## config.mk

```make
export PLATFORM = sky130hd
export DESIGN_NAME = lm75_poll_ctrl_flat
export DESIGN_NICKNAME = d
export VERILOG_FILES = /design/src/rtl/lm75_ctrl_pkg.sv /design/src/rtl/lm75_poll_ctrl_if.sv /design/src/rtl/lm75_poll_ctrl.sv /design/src/flat_wrapper.sv
export SDC_FILE = /design/constraint.sdc
export NUM_CORES = 1
export LEC_CHECK = 0
export CAP_MARGIN = 20
export CELL_PAD_IN_SITES_DETAIL_PLACEMENT = 1
export CELL_PAD_IN_SITES_GLOBAL_PLACEMENT = 1
export CORE_ASPECT_RATIO = 1.4
export CORE_MARGIN = 5
export CORE_UTILIZATION = 35
export CTS_CLUSTER_DIAMETER = 100
export DETAILED_ROUTE_END_ITERATION = 10
export DONT_BUFFER_PORTS = 1
export GPL_TIMING_DRIVEN = 0
export PLACE_DENSITY_LB_ADDON = 0.1
export SYNTH_ARGS = -nofsm -noshare
export SYNTH_HDL_FRONTEND = slang
export SYNTH_SLANG_ARGS = --single-unit
export TNS_END_PERCENT = 10
```

## constraint.sdc

```tcl
create_clock -name clk -period 5.3 [get_ports clk]
set_input_delay 1.06 -clock clk [delete_from_list [all_inputs] [get_ports clk]]
set_output_delay 1.06 -clock clk [all_outputs]
set_load 0.005 [all_outputs]
```

## src/rtl/lm75_ctrl_pkg.sv

```systemverilog
// Shared definitions for the LM75 polling sequencer: core register map,
// command codes, status bit positions, FSM states and the step decode.
package lm75_ctrl_pkg;

    localparam logic [2:0] CMD_START   = 3'd0;
    localparam logic [2:0] CMD_WR      = 3'd1;
    localparam logic [2:0] CMD_RD      = 3'd2;
    localparam logic [2:0] CMD_STOP    = 3'd3;
    localparam logic [2:0] CMD_RESTART = 3'd4;

    localparam logic [4:0] ADDR_STATUS = 5'd0;
    localparam logic [4:0] ADDR_DVSR   = 5'd1;
    localparam logic [4:0] ADDR_CMD    = 5'd2;

    localparam int unsigned BIT_READY = 8;
    localparam int unsigned BIT_ACK   = 9;

    localparam logic [2:0] STEP_WR_ADDR_W = 3'd1;
    localparam logic [2:0] STEP_WR_PTR    = 3'd2;
    localparam logic [2:0] STEP_WR_ADDR_R = 3'd4;
    localparam logic [2:0] STEP_RD_MSB    = 3'd5;
    localparam logic [2:0] STEP_RD_LSB    = 3'd6;
    localparam logic [2:0] STEP_STOP      = 3'd7;

    typedef enum logic [2:0] {
        ST_INIT,
        ST_IDLE,
        ST_ISSUE,
        ST_GAP,
        ST_WAIT,
        ST_DONE,
        ST_ABORT
    } ctrl_state_t;

    // {cmd, din} for each step of a complete pointer-then-read transaction
    function automatic logic [10:0] step_word(input logic [2:0] step,
                                              input logic [6:0] dev_addr,
                                              input logic [7:0] ptr);
        logic [10:0] w;
        w = {CMD_STOP, 8'h00};
        case (step)
            3'd0:    w = {CMD_START, 8'h00};
            3'd1:    w = {CMD_WR, dev_addr, 1'b0};
            3'd2:    w = {CMD_WR, ptr};
            3'd3:    w = {CMD_RESTART, 8'h00};
            3'd4:    w = {CMD_WR, dev_addr, 1'b1};
            3'd5:    w = {CMD_RD, 8'h00};
            3'd6:    w = {CMD_RD, 8'h01};
            default: w = {CMD_STOP, 8'h00};
        endcase
        return w;
    endfunction

endpackage

```

## src/rtl/lm75_poll_ctrl_if.sv

```systemverilog
// Register bus between the polling sequencer (master) and the I2C core (slave).
interface lm75_poll_ctrl_if;
    logic        cs;
    logic        read;
    logic        write;
    logic [4:0]  addr;
    logic [31:0] wr_data;
    logic [31:0] rd_data;

    modport master (output cs, read, write, addr, wr_data, input rd_data);
    modport slave  (input cs, read, write, addr, wr_data, output rd_data);
endinterface

```

## src/rtl/lm75_poll_ctrl.sv

```systemverilog
// Sequences complete LM75 temperature reads over the I2C core register bus,
// triggered periodically or on demand, with NACK abort and ready timeout.
module lm75_poll_ctrl
    import lm75_ctrl_pkg::*;
#(
    parameter logic [6:0]  DEV_ADDR    = 7'h48,
    parameter logic [7:0]  PTR         = 8'h00,
    parameter logic [15:0] DVSR        = 16'd250,
    parameter int unsigned POLL_CYCLES = 1_000_000,
    parameter int unsigned TIMEOUT     = 65_535
) (
    input  logic                    clk,
    input  logic                    rst_n,
    input  logic                    enable,
    input  logic                    start,
    lm75_poll_ctrl_if.master        bus,
    output logic [15:0]             temp_raw,
    output logic                    temp_valid,
    output logic                    busy,
    output logic                    err
);

    localparam int unsigned CW = 32;
    localparam logic [CW-1:0] POLL_LOAD = CW'(POLL_CYCLES - 1);
    localparam logic [CW-1:0] TMO_LAST  = CW'(TIMEOUT - 1);

    ctrl_state_t   r_state;
    logic [2:0]    r_step;
    logic          r_abort;
    logic [CW-1:0] r_poll;
    logic [CW-1:0] r_tmo;
    logic [7:0]    r_msb;
    logic [7:0]    r_lsb;
    logic          r_cs;
    logic          r_read;
    logic          r_write;
    logic [4:0]    r_addr;
    logic [31:0]   r_wr_data;
    logic [15:0]   r_temp_raw;
    logic          r_temp_valid;
    logic          r_busy;
    logic          r_err;

    logic          w_ready;
    logic          w_nack;
    logic          w_trigger;
    logic          w_ack_step;
    logic [2:0]    w_next_step;
    logic          w_unused_rd;

    assign w_ready     = bus.rd_data[BIT_READY];
    assign w_nack      = bus.rd_data[BIT_ACK];
    assign w_trigger   = start || (enable && (r_poll == '0));
    assign w_ack_step  = (r_step == STEP_WR_ADDR_W) || (r_step == STEP_WR_PTR) ||
                         (r_step == STEP_WR_ADDR_R);
    assign w_next_step = r_step + 3'd1;
    assign w_unused_rd = ^bus.rd_data[31:10];

    // Strobes default low each cycle; states that drive the bus re-assert them.
    always_ff @(posedge clk or negedge rst_n) begin
        if (!rst_n) begin
            r_state      <= ST_INIT;
            r_step       <= '0;
            r_abort      <= 1'b0;
            r_poll       <= '0;
            r_tmo        <= '0;
            r_msb        <= '0;
            r_lsb        <= '0;
            r_cs         <= 1'b0;
            r_read       <= 1'b0;
            r_write      <= 1'b0;
            r_addr       <= '0;
            r_wr_data    <= '0;
            r_temp_raw   <= '0;
            r_temp_valid <= 1'b0;
            r_busy       <= 1'b0;
            r_err        <= 1'b0;
        end else begin
            r_cs         <= 1'b0;
            r_read       <= 1'b0;
            r_write      <= 1'b0;
            r_temp_valid <= 1'b0;
            r_err        <= 1'b0;
            case (r_state)
                ST_INIT: begin
                    r_cs      <= 1'b1;
                    r_write   <= 1'b1;
                    r_addr    <= ADDR_DVSR;
                    r_wr_data <= 32'(DVSR);
                    r_poll    <= POLL_LOAD;
                    r_state   <= ST_IDLE;
                end
                ST_IDLE: begin
                    if (w_trigger) begin
                        r_step    <= 3'd0;
                        r_abort   <= 1'b0;
                        r_busy    <= 1'b1;
                        r_cs      <= 1'b1;
                        r_write   <= 1'b1;
                        r_addr    <= ADDR_CMD;
                        r_wr_data <= 32'(step_word(3'd0, DEV_ADDR, PTR));
                        r_state   <= ST_ISSUE;
                    end else if (enable) begin
                        r_poll <= r_poll - CW'(1);
                    end
                end
                ST_ISSUE: begin
                    r_state <= ST_GAP;
                end
                ST_GAP: begin
                    r_cs    <= 1'b1;
                    r_read  <= 1'b1;
                    r_addr  <= ADDR_STATUS;
                    r_tmo   <= '0;
                    r_state <= ST_WAIT;
                end
                ST_WAIT: begin
                    if (w_ready) begin
                        if (!r_abort && w_ack_step && w_nack) begin
                            // Release the bus cleanly before reporting the NACK
                            r_abort   <= 1'b1;
                            r_step    <= STEP_STOP;
                            r_cs      <= 1'b1;
                            r_write   <= 1'b1;
                            r_addr    <= ADDR_CMD;
                            r_wr_data <= 32'(step_word(STEP_STOP, DEV_ADDR, PTR));
                            r_state   <= ST_ISSUE;
                        end else if (r_step == STEP_STOP) begin
                            if (r_abort) begin
                                r_err   <= 1'b1;
                                r_state <= ST_ABORT;
                            end else begin
                                r_temp_raw   <= {r_msb, r_lsb};
                                r_temp_valid <= 1'b1;
                                r_state      <= ST_DONE;
                            end
                        end else begin
                            if (r_step == STEP_RD_MSB) r_msb <= bus.rd_data[7:0];
                            if (r_step == STEP_RD_LSB) r_lsb <= bus.rd_data[7:0];
                            r_step    <= w_next_step;
                            r_cs      <= 1'b1;
                            r_write   <= 1'b1;
                            r_addr    <= ADDR_CMD;
                            r_wr_data <= 32'(step_word(w_next_step, DEV_ADDR, PTR));
                            r_state   <= ST_ISSUE;
                        end
                    end else if (r_tmo == TMO_LAST) begin
                        r_err   <= 1'b1;
                        r_busy  <= 1'b0;
                        r_poll  <= POLL_LOAD;
                        r_state <= ST_IDLE;
                    end else begin
                        r_tmo  <= r_tmo + CW'(1);
                        r_cs   <= 1'b1;
                        r_read <= 1'b1;
                    end
                end
                ST_DONE, ST_ABORT: begin
                    r_busy  <= 1'b0;
                    r_poll  <= POLL_LOAD;
                    r_state <= ST_IDLE;
                end
                default: begin
                    r_state <= ST_INIT;
                end
            endcase
        end
    end

    assign bus.cs      = r_cs;
    assign bus.read    = r_read;
    assign bus.write   = r_write;
    assign bus.addr    = r_addr;
    assign bus.wr_data = r_wr_data;
    assign temp_raw    = r_temp_raw;
    assign temp_valid  = r_temp_valid;
    assign busy        = r_busy;
    assign err         = r_err;

endmodule

```

## src/flat_wrapper.sv

```systemverilog
// flat-port wrapper written by rule: the top's interface ports become plain ports
module lm75_poll_ctrl_flat import lm75_ctrl_pkg::*;
#(
    parameter logic [6:0]  DEV_ADDR    = 7'h48,
    parameter logic [7:0]  PTR         = 8'h00,
    parameter logic [15:0] DVSR        = 16'd250,
    parameter int unsigned POLL_CYCLES = 1_000_000,
    parameter int unsigned TIMEOUT     = 65_535
)
  (clk, rst_n, enable, start, temp_raw, temp_valid, busy, err, bus_cs, bus_read, bus_write, bus_addr, bus_wr_data, bus_rd_data);
  lm75_poll_ctrl_if bus_i ();
  input  logic clk;
  input  logic rst_n;
  input  logic enable;
  input  logic start;
  output logic [15:0] temp_raw;
  output logic temp_valid;
  output logic busy;
  output logic err;
  output wire logic [$bits(bus_i.cs)-1:0] bus_cs;
  output wire logic [$bits(bus_i.read)-1:0] bus_read;
  output wire logic [$bits(bus_i.write)-1:0] bus_write;
  output wire logic [$bits(bus_i.addr)-1:0] bus_addr;
  output wire logic [$bits(bus_i.wr_data)-1:0] bus_wr_data;
  input wire logic [$bits(bus_i.rd_data)-1:0] bus_rd_data;
  assign bus_cs = bus_i.cs;
  assign bus_read = bus_i.read;
  assign bus_write = bus_i.write;
  assign bus_addr = bus_i.addr;
  assign bus_wr_data = bus_i.wr_data;
  assign bus_i.rd_data = bus_rd_data;
  lm75_poll_ctrl #(.DEV_ADDR(DEV_ADDR), .PTR(PTR), .DVSR(DVSR), .POLL_CYCLES(POLL_CYCLES), .TIMEOUT(TIMEOUT)) u_core (.clk(clk), .rst_n(rst_n), .enable(enable), .start(start), .bus(bus_i), .temp_raw(temp_raw), .temp_valid(temp_valid), .busy(busy), .err(err));
endmodule
```

== Yosys cells after proc, flatten, opt, wreduce, memory -nomap -nowiden ==
Cells that the tools add are included.

* Register bits: 146
* Word-level logic and storage cells: 141
* Output and inout port bits: 59

* Reduce and logical (&&, ||, !) cells: 30
* $add $sub $neg: 3
* Mux-type cells: 60
* Equal/unequal tests: 29
* Bitwise logic cells: 3

{| class="wikitable"
|+ Operators with widths
! kind !! number
|-
| 2-to-1 mux 32 bit || 10
|-
| case mux 32 bit (3 select lines) || 2
|-
| case mux 11 bit (7 select lines) || 1
|-
| case mux 32 bit (2 select lines) || 1
|-
| adder 32 x 1 -> 32 bit (second input constant) || 1
|-
| == test 32 x 16 -> 1 bit (second input constant) || 1
|-
| logical NOT 32 bit || 1
|-
| subtractor 32 x 1 -> 32 bit (second input constant) || 1
|-
| == test 3 bit (second input constant) || 10
|-
| 2-to-1 mux 3 bit || 9
|-
| 2-to-1 mux 1 bit || 24
|-
| 2-to-1 mux 5 bit || 4
|-
| case mux 5 bit (4 select lines) || 1
|-
| AND reduction 4 bit || 5
|-
| AND reduction 5 bit || 4
|-
| == test 3 x 2 -> 1 bit (second input constant) || 5
|-
| case mux 3 bit (5 select lines) || 1
|-
| inequality test 2 bit (second input constant) || 5
|-
| == test 3 x 1 -> 1 bit (second input constant) || 3
|-
| case mux 1 bit (3 select lines) || 3
|-
| nonzero test 3 bit || 3
|-
| logical NOT 3 bit || 2
|-
| inequality test 2 x 1 -> 1 bit (second input constant) || 3
|-
| inequality test 3 x 2 -> 1 bit (second input constant) || 2
|-
| 14 further kinds || 23
|}

== Logic depth before layout (Yosys ltp) ==
* Word-level depth: 8
* Depth in mapped cells: 10

== Worst setup path before layout ==
Ideal clock, no wire load.

* Kind: input port to flip-flop
* From: input port bus_rd_data[9]
* To: register u_core.r_wr_data[7] (netlist: u_core.bus.wr_data[7])
* Data arrival time: 2.689 ns
* Stages on the path: 6
* Required time: 5.231 ns
* Path buffers: 1
* Slack: 2.542 ns
* Cells stage by stage: or4b_1 clkbuf_1 a21oi_1 a211oi_1 or4_1 nand3_1

* Cells in the longest elaborated chain, start to end: 4

{| class="wikitable"
|+ Ends and longest elaborated chain
! what !! RTL line !! RTL
|-
| start: declaration || flat_wrapper.sv:25 || <nowiki>input wire logic [$bits(bus_i.rd_data)-1:0] bus_rd_data;</nowiki>
|-
| logical AND 1 bit * || lm75_poll_ctrl.sv:119 || <nowiki>if (!r_abort && w_ack_step && w_nack) begin</nowiki>
|-
| 2-to-1 mux 32 bit || lm75_poll_ctrl.sv:119 ||
|-
| 2-to-1 mux 32 bit || lm75_poll_ctrl.sv:118 || <nowiki>if (w_ready) begin</nowiki>
|-
| case mux 32 bit (3 select lines) || lm75_poll_ctrl.sv:84 || <nowiki>case (r_state)</nowiki>
|-
| end signal: assignment || lm75_poll_ctrl.sv:89 || <nowiki>r_wr_data <= 32'(DVSR);</nowiki>
|-
| end signal: assignment || lm75_poll_ctrl.sv:101 || <nowiki>r_wr_data <= 32'(step_word(3'd0, DEV_ADDR, PTR));</nowiki>
|-
| end signal: assignment || lm75_poll_ctrl.sv:126 || <nowiki>r_wr_data <= 32'(step_word(STEP_STOP, DEV_ADDR, PTR));</nowiki>
|-
| end: declaration || lm75_poll_ctrl.sv:38 || <nowiki>logic [31:0] r_wr_data;</nowiki>
|}

Every way passes the cells marked *; elsewhere a longest branch is shown, timed or not. The select of a mux whose other input is x is not followed.
A chain may end at the register's enable or synchronous reset.

== Final worst setup path ==
* From: register u_core.r_tmo[0]
* To: register u_core.r_poll[1]

* Cells in the longest elaborated chain, start to end: 3

{| class="wikitable"
|+ Ends and longest elaborated chain
! what !! RTL line !! RTL
|-
| start: declaration || lm75_poll_ctrl.sv:31 || <nowiki>logic [CW-1:0] r_tmo;</nowiki>
|-
| start signal: assignment || lm75_poll_ctrl.sv:153 || <nowiki>r_tmo <= r_tmo + CW'(1);</nowiki>
|-
| == test 32 x 16 -> 1 bit || lm75_poll_ctrl.sv:147 || <nowiki>end else if (r_tmo == TMO_LAST) begin</nowiki>
|-
| inequality test 2 x 1 -> 1 bit (no line) || - ||
|-
| AND reduction 5 bit (no line) || - ||
|-
| end signal: assignment || lm75_poll_ctrl.sv:104 || <nowiki>r_poll <= r_poll - CW'(1);</nowiki>
|-
| end: declaration || lm75_poll_ctrl.sv:30 || <nowiki>logic [CW-1:0] r_poll;</nowiki>
|}

Every way passes these cells.

==> impl_metrics.tcl <==
set metrics [dict create \
    outcome "finished, final reports clean" \
    ys_warn_count 0 \
    die_x_um 123 \
    dr.pass1.iters 4 \
    portBuffers 0 \
    cts_setup_buffers 0 \
    synth_enable_flop_cells 0 \
    final-setup-viol-count 0 \
    synth.top_cell.area_share_pct 47.0 \
    hp-class "in -> async" \
    drcViolationCount 0 \
    ir_drop_mv 0.196 \
    ys_types 69 \
    cts_buffer_depth 2 \
    htreeDepth 4 \
    cts_tree "built" \
    grt_pass1_vias 5279 \
    cts_resized 0 \
    synthArstFlopShare_pct 100 \
    required_ps 5610 \
    yosys.area.top_type "dfrtp_1" \
    synth_common_cells "117 x dfrtp_1, 54 x nor2_1, 50 x nand2_1" \
    postRouteAntennaNets 0 \
    leakagePower_nw 3.07 \
    initial_core_util_pct 35.8 \
    multi_input_area_um2 2970 \
    seq_area_frac_synth_pct 47.0 \
    numCtsBuffers 17 \
    power.total_mw 2.91 \
    gp_congestion 0.788 \
    startpoint_type "register" \
    grt_use_total_pct 17.1 \
    num_rows 57 \
    hold_viol 0 \
    syn_to_final_growth_pct 15.6 \
    first_iter_violations 127 \
    layout-drive-gt1-share_pct 17.4 \
    clkTransAtPathRegs_ps 60 \
    synth.most_common_cell "dfrtp_1" \
    seq_area_um2 2930 \
    synth.avg_cell_area_um2 9.96 \
    fin_ws_ps 1930 \
    syn-cell-area_um2 6220 \
    netlist_top_cells_area "dfrtp_1 47%, mux2_2 5.8%, xnor2_1 3.5%" \
    critical_path_class "reg -> reg" \
    cts-hold-fix-buffers 0 \
    via_count 4890 \
    routedWlPerCell_um 18.2 \
    antenna_found_initial 0 \
    fin_setup_tns_ps 0 \
    fin_worst_skew_ps 9.19 \
    whs_ps 326 \
    end_kind "register" \
    crit_fanout 8 \
    drv_slew 0 \
    drv_cap 0 \
    synthCells 625 \
    ys_seq_elements 117 \
    n_fill_cell 2008 \
    rsz0062_at_grt "false" \
    slew_headroom_pct 44.3 \
    dp_slack_ps 1900 \
    ys.flop_type "dfrtp_1" \
    vias_per_cell 5.33 \
    grt_pass1_wl_mm 27.9 \
    fin_crit_sh_pct 63.6 \
    core-area_um2 17400 \
    diodes 0 \
    io_pins 95 \
    overflow 0 \
    die_area_um2 20600 \
    dieHeight_um 168 \
    power_density_nw_per_um2 405 \
    worst_slew_pin_slew_ps 834 \
    max_freq_mhz 297 \
    clock-sinks 117 \
    drt_wl_total_mm 16.7 \
    finalNetCount 717 \
    arrival_ps 3680 \
    clkLatencyLatePin_ps 430 \
    grt_max_degree 118 \
    fin_crit_ps 3370 \
    utilization_pct 41.4 \
    hpwl_mm 12.0 \
    clock-root-buffer "clkbuf_16" \
]
## cell type report
type	instances	share of cell area [%]
Multi-Input combinational cell	457	41.2
Sequential cell	117	40.7
Clock buffer	17	5.91
Buffer	53	4.69
Tap cell	236	4.10
Clock inverter	15	2.17
Inverter	22	1.15
Timing Repair Buffer	1	0.0696
## routing by layer
layer | wire length, µm | global-route usage [%] | up-vias
met2 | 9020 | 30.6 | 62
li1 | - | - | 2318
met3 | 589 | 4.60 | 33
met1 | 6560 | 18.8 | 2477
met4 | 506 | 7.26 | 0
met5 | 0 | 0 | -
## where the power goes
part           total, mW  leakage [nW]  switching [mW]  internal, mW
sequential          1.05          1.55          0.0801         0.966
clock               1.15         0.284           0.483         0.666
combinational      0.717          1.23           0.475         0.242
total               2.91          3.07            1.04          1.87
## state kept, by name, summed over array words and instances, names as in the netlist
| name | count |
|---|---|
| u_core.r_poll | 32 |
| u_core.r_tmo | 32 |
| u_core.temp_raw | 16 |
| u_core.r_lsb | 8 |
| u_core.r_msb | 8 |
| u_core.bus.wr_data | 6 |
| u_core.r_state | 3 |
| u_core.r_step | 3 |
| u_core.bus.addr | 2 |
| u_core.bus.cs | 1 |
| u_core.bus.read | 1 |
| u_core.bus.write | 1 |
| u_core.busy | 1 |
| u_core.err | 1 |
| u_core.r_abort | 1 |
| u_core.temp_valid | 1 |
## critical path, cell delays in order (launching register included)
cell	delay, ps
dfrtp_1	420
inv_1	110
ha_1	210
nor4b_1	340
nand3_1	190
nor4_1	550
nand2b_1	260
a211oi_2	780
mux2_1	390
## kinds of logic after synthesis
logic type	Yosys count	share of synthesized area, %
other	1	0.0603
adders and majority gates	12	2.41
and+or+nand+nor	229	19.3
DFF	117	47.0
AOI/OAI and AO/OA	130	14.4
xor gates and xnor gates	25	3.52
muxes	36	6.45
buffers and inverters	75	6.76
## path summary, 6_finish.rpt
check	from	end	slack [ps]	depth (start not counted)
setup / recovery	u_core.r_tmo[0]$_DFFE_PN0P_	u_core.r_poll[1]$_DFFE_PN0P_	1930	8
hold / removal	rst_n	u_core.r_tmo[6]$_DFFE_PN0P_	330	0
max in group asynchronous	rst_n	u_core.r_tmo[24]$_DFFE_PN0P_	4770	0
hold reg to reg	u_core.r_poll[31]$_DFFE_PN0P_	u_core.r_poll[31]$_DFFE_PN0P_	500	1
setup reg to reg	u_core.r_tmo[0]$_DFFE_PN0P_	u_core.r_poll[1]$_DFFE_PN0P_	1930	8
min in group clk	u_core.r_poll[31]$_DFFE_PN0P_	u_core.r_poll[31]$_DFFE_PN0P_	500	1
## metrics by stage
step | cell area, µm² | cells
final | 7200 | 918
after global routing | 7200 | 918
after CTS | 7190 | 917
after detailed placement | 6610 | 885
after global placement | 6610 | 885
after floorplan | 6310 | 649
## placed cells by master, fill, tap and decap left out, drive strengths merged, types with 6 or more instances in the layout
cell     netlist  routed
mux2          33      33
nand2         50      50
inv           22      33
nor3          21      21
clkbuf        14      32
a31oi         15      15
o21ai         34      34
conb           1      25
nor2          54      54
o31ai         13      13
or4           12      12
a211oi         6       6
a21o           7       7
ha            12      12
a21oi         20      20
or3            7       7
nand4          8       8
nand3         22      22
and4           6       6
dfrtp        117     117
buf           39      39
nand2b         8       8
xnor2         25      25
nor4          20      20
a2111oi        9       9
Note: power is estimated with default switching activity, not from simulation.
